`config.mk`:
```
export PLATFORM = sky130hd
export DESIGN_NAME = instr_exec_ctrl_flat
export DESIGN_NICKNAME = d
export VERILOG_FILES = /design/src/rtl/instr_exec_ctrl_if.sv /design/src/rtl/instr_exec_ctrl.sv /design/src/flat_wrapper.sv
export SDC_FILE = /design/constraint.sdc
export NUM_CORES = 1
export LEC_CHECK = 0
export ABC_AREA = 0
export CAP_MARGIN = 20
export CORE_ASPECT_RATIO = 2
export CORE_UTILIZATION = 55
export CTS_CLUSTER_SIZE = 16
export DETAILED_ROUTE_END_ITERATION = 6
export PLACE_DENSITY = 0.9
export SLEW_MARGIN = 20
export SYNTH_ARGS = -nofsm -noshare
export SYNTH_HDL_FRONTEND = slang
export SYNTH_SLANG_ARGS = --single-unit
```
`constraint.sdc`:
```
create_clock -name clock_reg -period 4.36 [get_ports clock_reg]
set_input_delay 0.436 -clock clock_reg [delete_from_list [all_inputs] [get_ports clock_reg]]
set_output_delay 0.436 -clock clock_reg [all_outputs]
set_load 0.01 [all_outputs]
```
`src/rtl/instr_exec_ctrl_if.sv`:
```
// Bundle between the execute/write-back controller, its instruction source and the 8x8 register file.
// The master modport is the controller's side of every signal.
interface instr_exec_ctrl_if #(
  parameter int DATA_W = 8,
  parameter int WA_W   = 3,
  parameter int RA_W   = 4
);
  logic              instr_valid;
  logic              instr_ready;
  logic [31:0]       instr;
  logic [RA_W-1:0]   register_address1;
  logic [RA_W-1:0]   register_address2;
  logic [DATA_W-1:0] register_data1;
  logic [DATA_W-1:0] register_data2;
  logic              write_enable;
  logic [WA_W-1:0]   write_address;
  logic [DATA_W-1:0] write_data;
  logic              done;
  logic              illegal;
  logic [15:0]       retired_count;

  modport master (
    input  instr_valid, instr, register_data1, register_data2,
    output instr_ready, register_address1, register_address2,
           write_enable, write_address, write_data, done, illegal, retired_count
  );

  modport slave (
    output instr_valid, instr, register_data1, register_data2,
    input  instr_ready, register_address1, register_address2,
           write_enable, write_address, write_data, done, illegal, retired_count
  );
endinterface

```
`src/rtl/instr_exec_ctrl.sv`:
```
// Four-state RV32I ALU execute/write-back controller feeding an 8x8 register file.
// Define INSTR_COUNTER_EN to build the 16-bit retired-instruction counter.
module instr_exec_ctrl #(
  parameter int DATA_W = 8,
  parameter int WA_W   = 3,
  parameter int RA_W   = 4
) (
  input  logic              clock_reg,
  input  logic              reset,
  instr_exec_ctrl_if.master bus
);

  typedef enum logic [1:0] {IDLE, DECODE, EXECUTE, WBACK} state_t;
  typedef enum logic [2:0] {OP_ADD, OP_SUB, OP_AND, OP_OR, OP_SLT, OP_ADDI} op_t;

  state_t            state_q;
  logic [31:0]       ir_q;
  logic [DATA_W-1:0] op1_q, op2_q, op2_d;
  op_t               op_q, op_d;
  logic              legal_q, legal_d;
  logic              ready_q, we_q, done_q, ill_q;
  logic [RA_W-1:0]   ra1_q, ra2_q;
  logic [WA_W-1:0]   wa_q;
  logic [DATA_W-1:0] res_q;
  logic              rd_nz;

  function automatic logic [DATA_W-1:0] alu(input op_t op, input logic [DATA_W-1:0] a,
                                            input logic [DATA_W-1:0] b);
    logic signed [DATA_W-1:0] sa, sb;
    logic [DATA_W-1:0]        r;
    sa = a;
    sb = b;
    r  = '0;
    case (op)
      OP_ADD, OP_ADDI: r = a + b;
      OP_SUB:          r = a - b;
      OP_AND:          r = a & b;
      OP_OR:           r = a | b;
      OP_SLT:          r = {{(DATA_W-1){1'b0}}, (sa < sb)};
      default:         r = '0;
    endcase
    return r;
  endfunction

  assign rd_nz = |ir_q[11:7];

  // Register fields wider than the 8-entry file make an otherwise valid encoding illegal.
  always_comb begin
    op_d    = OP_ADD;
    legal_d = 1'b0;
    op2_d   = bus.register_data2;
    if (ir_q[6:0] == 7'b0110011) begin
      case ({ir_q[31:25], ir_q[14:12]})
        10'b0000000_000: begin op_d = OP_ADD; legal_d = 1'b1; end
        10'b0100000_000: begin op_d = OP_SUB; legal_d = 1'b1; end
        10'b0000000_111: begin op_d = OP_AND; legal_d = 1'b1; end
        10'b0000000_110: begin op_d = OP_OR;  legal_d = 1'b1; end
        10'b0000000_010: begin op_d = OP_SLT; legal_d = 1'b1; end
        default:         legal_d = 1'b0;
      endcase
      if (ir_q[24:23] != 2'b00) legal_d = 1'b0;
    end else if (ir_q[6:0] == 7'b0010011 && ir_q[14:12] == 3'b000) begin
      op_d    = OP_ADDI;
      legal_d = 1'b1;
      op2_d   = ir_q[20 +: DATA_W];
    end
    if (ir_q[11:10] != 2'b00 || ir_q[19:18] != 2'b00) legal_d = 1'b0;
  end

  always_ff @(posedge clock_reg) begin
    if (reset) begin
      state_q <= IDLE;
      ir_q    <= '0;
      op1_q   <= '0;
      op2_q   <= '0;
      op_q    <= OP_ADD;
      legal_q <= 1'b0;
      ready_q <= 1'b1;
      ra1_q   <= '0;
      ra2_q   <= '0;
      we_q    <= 1'b0;
      wa_q    <= '0;
      res_q   <= '0;
      done_q  <= 1'b0;
      ill_q   <= 1'b0;
    end else begin
      case (state_q)
        IDLE: begin
          if (bus.instr_valid) begin
            ir_q    <= bus.instr;
            ra1_q   <= RA_W'(bus.instr[17:15]);
            ra2_q   <= RA_W'(bus.instr[22:20]);
            ready_q <= 1'b0;
            state_q <= DECODE;
          end
        end
        DECODE: begin
          op1_q   <= bus.register_data1;
          op2_q   <= op2_d;
          op_q    <= op_d;
          legal_q <= legal_d;
          state_q <= EXECUTE;
        end
        EXECUTE: begin
          res_q   <= (legal_q && rd_nz) ? alu(op_q, op1_q, op2_q) : '0;
          we_q    <= legal_q && rd_nz;
          wa_q    <= ir_q[7 +: WA_W];
          done_q  <= 1'b1;
          ill_q   <= !legal_q;
          state_q <= WBACK;
        end
        WBACK: begin
          we_q    <= 1'b0;
          wa_q    <= '0;
          res_q   <= '0;
          done_q  <= 1'b0;
          ill_q   <= 1'b0;
          ra1_q   <= '0;
          ra2_q   <= '0;
          ready_q <= 1'b1;
          state_q <= IDLE;
        end
        default: state_q <= IDLE;
      endcase
    end
  end

  assign bus.instr_ready       = ready_q;
  assign bus.register_address1 = ra1_q;
  assign bus.register_address2 = ra2_q;
  assign bus.write_enable      = we_q;
  assign bus.write_address     = wa_q;
  assign bus.write_data        = res_q;
  assign bus.done              = done_q;
  assign bus.illegal           = ill_q;

`ifdef INSTR_COUNTER_EN
  logic [15:0] cnt_q;

  always_ff @(posedge clock_reg) begin
    if (reset)                 cnt_q <= '0;
    else if (done_q && !ill_q) cnt_q <= cnt_q + 16'd1;
  end

  assign bus.retired_count = cnt_q;
`else
  assign bus.retired_count = 16'h0000;
`endif

endmodule

```
`src/flat_wrapper.sv`:
```
// flat-port wrapper written by rule: the top's interface ports become plain ports
module instr_exec_ctrl_flat 
#(
  parameter int DATA_W = 8,
  parameter int WA_W   = 3,
  parameter int RA_W   = 4
)
  (clock_reg, reset, bus_instr_valid, bus_instr, bus_register_data1, bus_register_data2, bus_instr_ready, bus_register_address1, bus_register_address2, bus_write_enable, bus_write_address, bus_write_data, bus_done, bus_illegal, bus_retired_count);
  instr_exec_ctrl_if #(.DATA_W(DATA_W), .WA_W(WA_W), .RA_W(RA_W)) bus_i ();
  input  logic clock_reg;
  input  logic reset;
  input wire logic [$bits(bus_i.instr_valid)-1:0] bus_instr_valid;
  input wire logic [$bits(bus_i.instr)-1:0] bus_instr;
  input wire logic [$bits(bus_i.register_data1)-1:0] bus_register_data1;
  input wire logic [$bits(bus_i.register_data2)-1:0] bus_register_data2;
  output wire logic [$bits(bus_i.instr_ready)-1:0] bus_instr_ready;
  output wire logic [$bits(bus_i.register_address1)-1:0] bus_register_address1;
  output wire logic [$bits(bus_i.register_address2)-1:0] bus_register_address2;
  output wire logic [$bits(bus_i.write_enable)-1:0] bus_write_enable;
  output wire logic [$bits(bus_i.write_address)-1:0] bus_write_address;
  output wire logic [$bits(bus_i.write_data)-1:0] bus_write_data;
  output wire logic [$bits(bus_i.done)-1:0] bus_done;
  output wire logic [$bits(bus_i.illegal)-1:0] bus_illegal;
  output wire logic [$bits(bus_i.retired_count)-1:0] bus_retired_count;
  assign bus_i.instr_valid = bus_instr_valid;
  assign bus_i.instr = bus_instr;
  assign bus_i.register_data1 = bus_register_data1;
  assign bus_i.register_data2 = bus_register_data2;
  assign bus_instr_ready = bus_i.instr_ready;
  assign bus_register_address1 = bus_i.register_address1;
  assign bus_register_address2 = bus_i.register_address2;
  assign bus_write_enable = bus_i.write_enable;
  assign bus_write_address = bus_i.write_address;
  assign bus_write_data = bus_i.write_data;
  assign bus_done = bus_i.done;
  assign bus_illegal = bus_i.illegal;
  assign bus_retired_count = bus_i.retired_count;
  instr_exec_ctrl #(.DATA_W(DATA_W), .WA_W(WA_W), .RA_W(RA_W)) u_core (.clock_reg(clock_reg), .reset(reset), .bus(bus_i));
endmodule
```
==> flow_summary.json, run 1 <==
{
  "status": "completed",
  "drv_slew": 0,
  "clk_pin_slew_ps": 60,
  "grt_busiest_layer": "met2",
  "gr-usage-met3_pct": 6.04,
  "max-slew-margin-rel_pct": 31.2,
  "rr_startpoint": "u_core.op2_q[0]",
  "multiInputGateArea_um2": 2390,
  "drtAntennaViolNets": 0,
  "drive_gt1_share_pct": 5.62,
  "via_per_inst": 5.84,
  "gp_congestion": 0.995,
  "final_area_um2": 5130,
  "fin_setup_tns_ps": 0,
  "syn_area_per_cell_um2": 8.13,
  "cts_buffers": 9,
  "ff_latch_area_um2": 1440,
  "clockBufferDepth": 2,
  "crit_path_start": "u_core.op2_q[0]",
  "vias": 3863,
  "min_from": "u_core.ir_q[4]",
  "stdcell_count": 661,
  "grt-ovfl-total": 0,
  "grt_pass1_vias": 3908,
  "fill_cells": 570,
  "synth-seq-cells": 72,
  "synth.distinct_cells": 59,
  "pwr-share-comb_pct": 43.3,
  "syn_area_um2": 4130,
  "cts_resized": 0,
  "drc": 0,
  "dr.pass1.iters": 6,
  "powerDensity_nw_per_um2": 620,
  "hold_viol": 0,
  "cts_tree": "yes",
  "cts_sinks": 72,
  "ys_async_sr_fraction_pct": 0,
  "synth-warning-count": 0,
  "fp-row-count": 44,
  "crit_arrival_ps": 2620,
  "cts_setup_buffers": 0,
  "power.switching_mw": 1.23,
  "grt_max_degree": 63,
  "design.portCount": 90,
  "area_growth_pct": 24.1,
  "p_int_mw": 1.95,
  "rsz0062_at_grt": "no",
  "core_area_um2": 7270,
  "antenna_found_initial": 0,
  "clk_latency_ps": 340,
  "syn_inst": 508,
  "period_needed_ps": 2400,
  "hp-class": "reg -> reg",
  "critPathMaxFanout": 4,
  "dp.cells": 645,
  "die_area_um2": 7880,
  "drt_iter0_markers": 343,
  "p_seq_share_pct": 29.5,
  "power.leakage_nw": 2.06,
  "nets": 646,
  "synth_flop_cell": "dfxtp_1",
  "wl_um": 11100,
  "criticalPathCategory": "reg -> reg",
  "worst_ep_required_time_ps": 4580,
  "grt.met2_usage_pct": 55.0,
  "port_buffers": 71,
  "netlist.area_leader.share_pct": 34.9,
  "htree_num_levels": 3,
  "clock_skew_ps": 5.77,
  "start_kind": "flip-flop",
  "start_util_pct": 56.9,
  "drv_cap": 0,
  "ys_seq_area_share_pct": 34.9,
  "ir_drop_mv": 0.419,
  "wire_per_inst_um": 16.9,
  "mostFrequentLayoutCell": "nand2_1",
  "synth_edf_count": 0,
  "met1_usage_pct": 28.1,
  "switching_share_pct": 38.8,
  "grt_pass1_wl_um": 18200,
  "track_usage_pct": 30.1,
  "cp-end-kind": "flip-flop",
  "cpPeakStageDelay_ps": 490,
  "dpl-instance-area_um2": 4770,
  "die_h_um": 125,
  "antenna_cells": 0,
  "mostFrequentLayoutCells": "76 x nand2_1, 72 x dfxtp_1, 70 x clkdlybuf4s50_1, 60 x a21oi_1, 55 x nor2_1",
  "cts_root_buf": "clkbuf_16",
  "fp.dieW_um": 63.3,
  "ctsHoldBuffers": 0,
  "fin_crit_sh_pct": 55.1,
  "fmax_mhz": 416,
  "crit_chain": "ha_1, fa_1, a21o_1, a31oi_1, o21ai_0, a211oi_1, mux2_2, nor3_2",
  "synth_largest_area_cell": "dfxtp_1",
  "power.share.clock_pct": 27.2,
  "fin_util_pct": 70.5,
  "ys_top_cells_by_area": "dfxtp_1 35%, ha_1 8.8%, a21oi_1 7.3%, nand2_1 6.9%, mux2i_1 5.3%",
  "max_slew.worst_pin.slew_ps": 1030,
  "dpl.hpwl_um": 7920,
  "cpMaxStageDelayCell": "fa_1",
  "setup_viol": 0
}
## metal layers
metal  vias up  part of all wire, %
met5         -                    0
met4         0                  6.1
met3        60                  4.9
met2       175                   56
met1      1807                   33
li1       1821                    -
## cells in the mapped netlist (3+ instances only)
master and instances:
a211oi_1 15, a21o_1 5, a21oi_1 60, a221oi_1 3, a22o_1 3, a22oi_1 5, a31oi_1 3, buf_2 7
buf_4 18, clkbuf_1 18, dfxtp_1 72, ha_1 29, inv_1 25, mux2i_1 22, nand2_1 76, nand2b_1 9
nand3_1 4, nor2_1 55, nor2b_1 4, nor3_1 4, o21a_1 3, o21ai_0 9, o21ai_1 3, o21bai_1 3
o22ai_1 4, or2_1 3
## critical path: cells and delay by family, from the launching register on
family / cells / cell delay, ps
multiplexers: 1 / 220
AND/OR/NAND/NOR: 1 / 40
flip-flops: 1 / 340
AO/OA/AOI/OAI: 4 / 930
adder cells (fa/ha/maj): 2 / 760
## power by group through the flow
stage	clock, mW	sequential [mW]	combinational, mW
5_1_grt	0.906	0.958	1.51
3_3_place_gp	0	0.934	1.26
4_1_cts	0.872	0.936	1.34
2_1_floorplan	0	0.908	1.01
3_5_place_dp	0	0.946	1.32
6_report	0.865	0.938	1.38
## kinds of logic after synthesis
kind of cell,Yosys count,share of synthesized area (%)
AO/OA/AOI/OAI,131,20.4
XOR/XNOR,3,0.636
adder cells (fa/ha/maj),31,9.75
buffers and inverters,72,8.75
flip-flops,72,34.9
multiplexers,24,5.88
other,1,0.0908
AND/OR/NAND/NOR,174,19.6
## state kept, by name, indices dropped and copies added, names as in the netlist
| name | flops |
|---|---|
| u_core.ir_q | 29 |
| u_core.op_q | 3 |
| u_core.bus.illegal | 1 |
| u_core.op2_q | 8 |
| u_core.op1_q | 8 |
| u_core.bus.write_data | 8 |
| u_core.bus.instr_ready | 1 |
| u_core.bus.register_address2 | 3 |
| u_core.bus.write_address | 3 |
| u_core.legal_q | 1 |
| u_core.bus.register_address1 | 3 |
| u_core.state_q | 2 |
| u_core.bus.write_enable | 1 |
| u_core.bus.done | 1 |
## metrics by stage
| step | hold WS [ps] | power, mW | setup WS [ps] |
|---|---|---|---|
| final | 461 | 3.18 | 1960 |
| after global routing | 490 | 3.37 | 1790 |
| after CTS | 460 | 3.15 | 2050 |
| after detailed placement | 454 | 2.26 | 1950 |
| after global placement | 439 | 2.19 | 2070 |
| after floorplan | 431 | 1.91 | 2290 |
## final cells by class
class | instances | share of cell area [%]
Clock buffer | 11 | 4.93
Clock inverter | 5 | 2.00
Inverter | 27 | 1.98
Multi-Input combinational cell | 381 | 46.7
Sequential cell | 72 | 28.1
Tap cell | 92 | 2.25
Timing Repair Buffer | 73 | 14.1
## worst paths after layout
kind,slack (ps),to,cells after the start
max reg2reg,1960,u_core.bus.write_data[6],8
max,1960,u_core.bus.write_data[6],8
min reg2reg,460,u_core.ir_q[4],2
min,460,u_core.ir_q[4],2
(Power assumes the default switching activity.)
==> inputs of run 2 (changes only) <==
- CORE_UTILIZATION: 55 -> 46
- PLACE_DENSITY: 0.9 -> 0.8
- clock period: 4.36 -> 2.2 ns (I/O delays scaled with it)
==> run 2 against run 1 <==
- worst setup slack lost 1900 ps
- cell area is 4.4% higher
- fmax rose by 14%
- via count shrank 0.98%
- sequential share of layout area fell by 1.1 points
- sequential power up 95%
- final cell count is 5.1% higher
- first-iteration DRC count decreased by 41%
- die area up 19%
- non-clock buffer count grew 26
- register-to-register slack worse by 1900 ps
- highest routed layer unchanged
==> flow_summary.json, run 2 (same netlist as run 1, synthesis figures left out) <==
{
  "mostFrequentLayoutCell": "nand2_1",
  "fin_crit_sh_pct": 95.4,
  "grt_pass1_wl_um": 18400,
  "power.share.clock_pct": 25.5,
  "die_h_um": 136,
  "clk_latency_ps": 330,
  "drive_gt1_share_pct": 11.6,
  "htree_num_levels": 3,
  "port_buffers": 71,
  "design.portCount": 90,
  "clk_pin_slew_ps": 60,
  "wl_um": 11500,
  "power.leakage_nw": 2.20,
  "cts_sinks": 72,
  "fp-row-count": 48,
  "worst_ep_required_time_ps": 2430,
  "cts_setup_buffers": 0,
  "critPathMaxFanout": 4,
  "reg2reg_depth": 7,
  "grt_max_degree": 62,
  "antenna_cells": 0,
  "area_growth_pct": 29.6,
  "dr.pass1.iters": 5,
  "drv_slew": 0,
  "powerDensity_nw_per_um2": 1210,
  "p_int_mw": 3.98,
  "clockBufferDepth": 2,
  "gp_congestion": 0.868,
  "stdcell_count": 695,
  "final_area_um2": 5350,
  "fill_cells": 759,
  "hp-class": "in -> reg",
  "cts_buffers": 9,
  "cts_tree": "yes",
  "fp.dieW_um": 69.0,
  "regMostFlops": "u_core.ir_q",
  "max_slew.worst_pin.slew_ps": 631,
  "nets": 672,
  "drt_iter0_markers": 202,
  "clock_skew_ps": 6.17,
  "switching_share_pct": 38.4,
  "cts_root_buf": "clkbuf_16",
  "core_area_um2": 8650,
  "p_seq_share_pct": 28.4,
  "dpl-instance-area_um2": 4980,
  "worst_slack_ps": 102,
  "dp.cells": 679,
  "drv_cap": 0,
  "power.switching_mw": 2.48,
  "hold_path_depth": 3,
  "setup_viol": 0,
  "grt-ovfl-total": 0,
  "ir_drop_mv": 0.912,
  "grt_pass1_vias": 3847,
  "status": "completed",
  "die_area_um2": 9390,
  "period_needed_ps": 2100,
  "dpl.hpwl_um": 8890,
  "drtAntennaViolNets": 0,
  "ctsHoldBuffers": 0,
  "start_kind": "flip-flop",
  "via_per_inst": 5.50,
  "drc": 0,
  "total_power_mw": 6.46,
  "hold_viol": 0,
  "cp-end-kind": "flip-flop",
  "pwr-share-comb_pct": 46.1,
  "vias": 3825,
  "crit_arrival_ps": 2330,
  "max-slew-margin-rel_pct": 57.9,
  "start_util_pct": 47.8,
  "fmax_mhz": 477,
  "antenna_found_initial": 0,
  "fin_setup_tns_ps": 0,
  "mostFrequentLayoutCells": "76 x nand2_1, 70 x clkdlybuf4s50_1, 70 x dfxtp_1, 59 x a21oi_1, 54 x nor2_1",
  "criticalPathCategory": "reg -> reg",
  "largest_register_ffs": 29,
  "place_ws_ps": -2.40,
  "track_usage_pct": 25.4,
  "wire_per_inst_um": 16.6
}
run 2: final timing paths:
| check | end | from | slack, ps |
|---|---|---|---|
| hold / removal | u_core.ir_q[3] | bus_instr[3] | 430 |
| hold reg to reg | u_core.ir_q[20] | u_core.ir_q[20] | 450 |
| setup reg to reg | u_core.bus.write_data[4] | u_core.op2_q[0] | 100 |
| setup / recovery | u_core.bus.write_data[4] | u_core.op2_q[0] | 100 |
run 2: power by group through the flow:
stage	sequential, mW	combinational, mW	clock (mW)
after floorplan	1.80	1.99	0
after global placement	1.83	2.81	0
after detailed placement	1.85	2.87	0
after CTS	1.83	2.90	1.66
after global routing	1.87	3.29	1.73
final	1.83	2.98	1.65
run 2: area by class of cell:
| class | instances | area (µm²) | area share (%) |
|---|---|---|---|
| well taps | 100 | 125 | 2.34 |
| flip-flops and latches | 72 | 1440 | 27.0 |
| inverters | 27 | 101 | 1.89 |
| multi-input cells | 381 | 2430 | 45.3 |
| repair buffers | 99 | 916 | 17.1 |
| clock buffers | 12 | 267 | 4.98 |
| clock inverters | 4 | 73.8 | 1.38 |
run 2: per-layer routing:
metal / track usage [%] / up-vias / routed length, µm
met5: 0 / - / 0
met4: 16.3 / 0 / 608
met3: 3.93 / 31 / 320
met2: 51.7 / 99 / 6800
met1: 22.2 / 1826 / 3800
li1: - / 1869 / -
run 2: critical path: stages (launching register included):
cell	delay, ps
dfxtp_2	330
ha_2	200
fa_1	440
a21o_1	200
a21o_1	200
a221oi_1	260
o22ai_1	120
a22o_1	250
run 2: what timing repair did:
| item | CTS | global route |
|---|---|---|
| endpoints found under the setup margin | 2 | 3 |
| resized for setup | 1 | 10 |
| pin swaps | 2 | 4 |
run 2: per-stage QoR:
step | utilization, % | hold WS [ps]
floorplan | - | 356
global placement | 57.5 | 436
detailed placement | 57.5 | 444
CTS | 61.5 | 425
global route | 61.9 | 438
finish | 61.9 | 432
==> inputs of run 3 (changes only) <==
- CAP_MARGIN: 20 -> 5
- SLEW_MARGIN: 20 -> 10
==> results of run 3 <==
The final DEF is identical to that of run 2; final timing and power are the same.
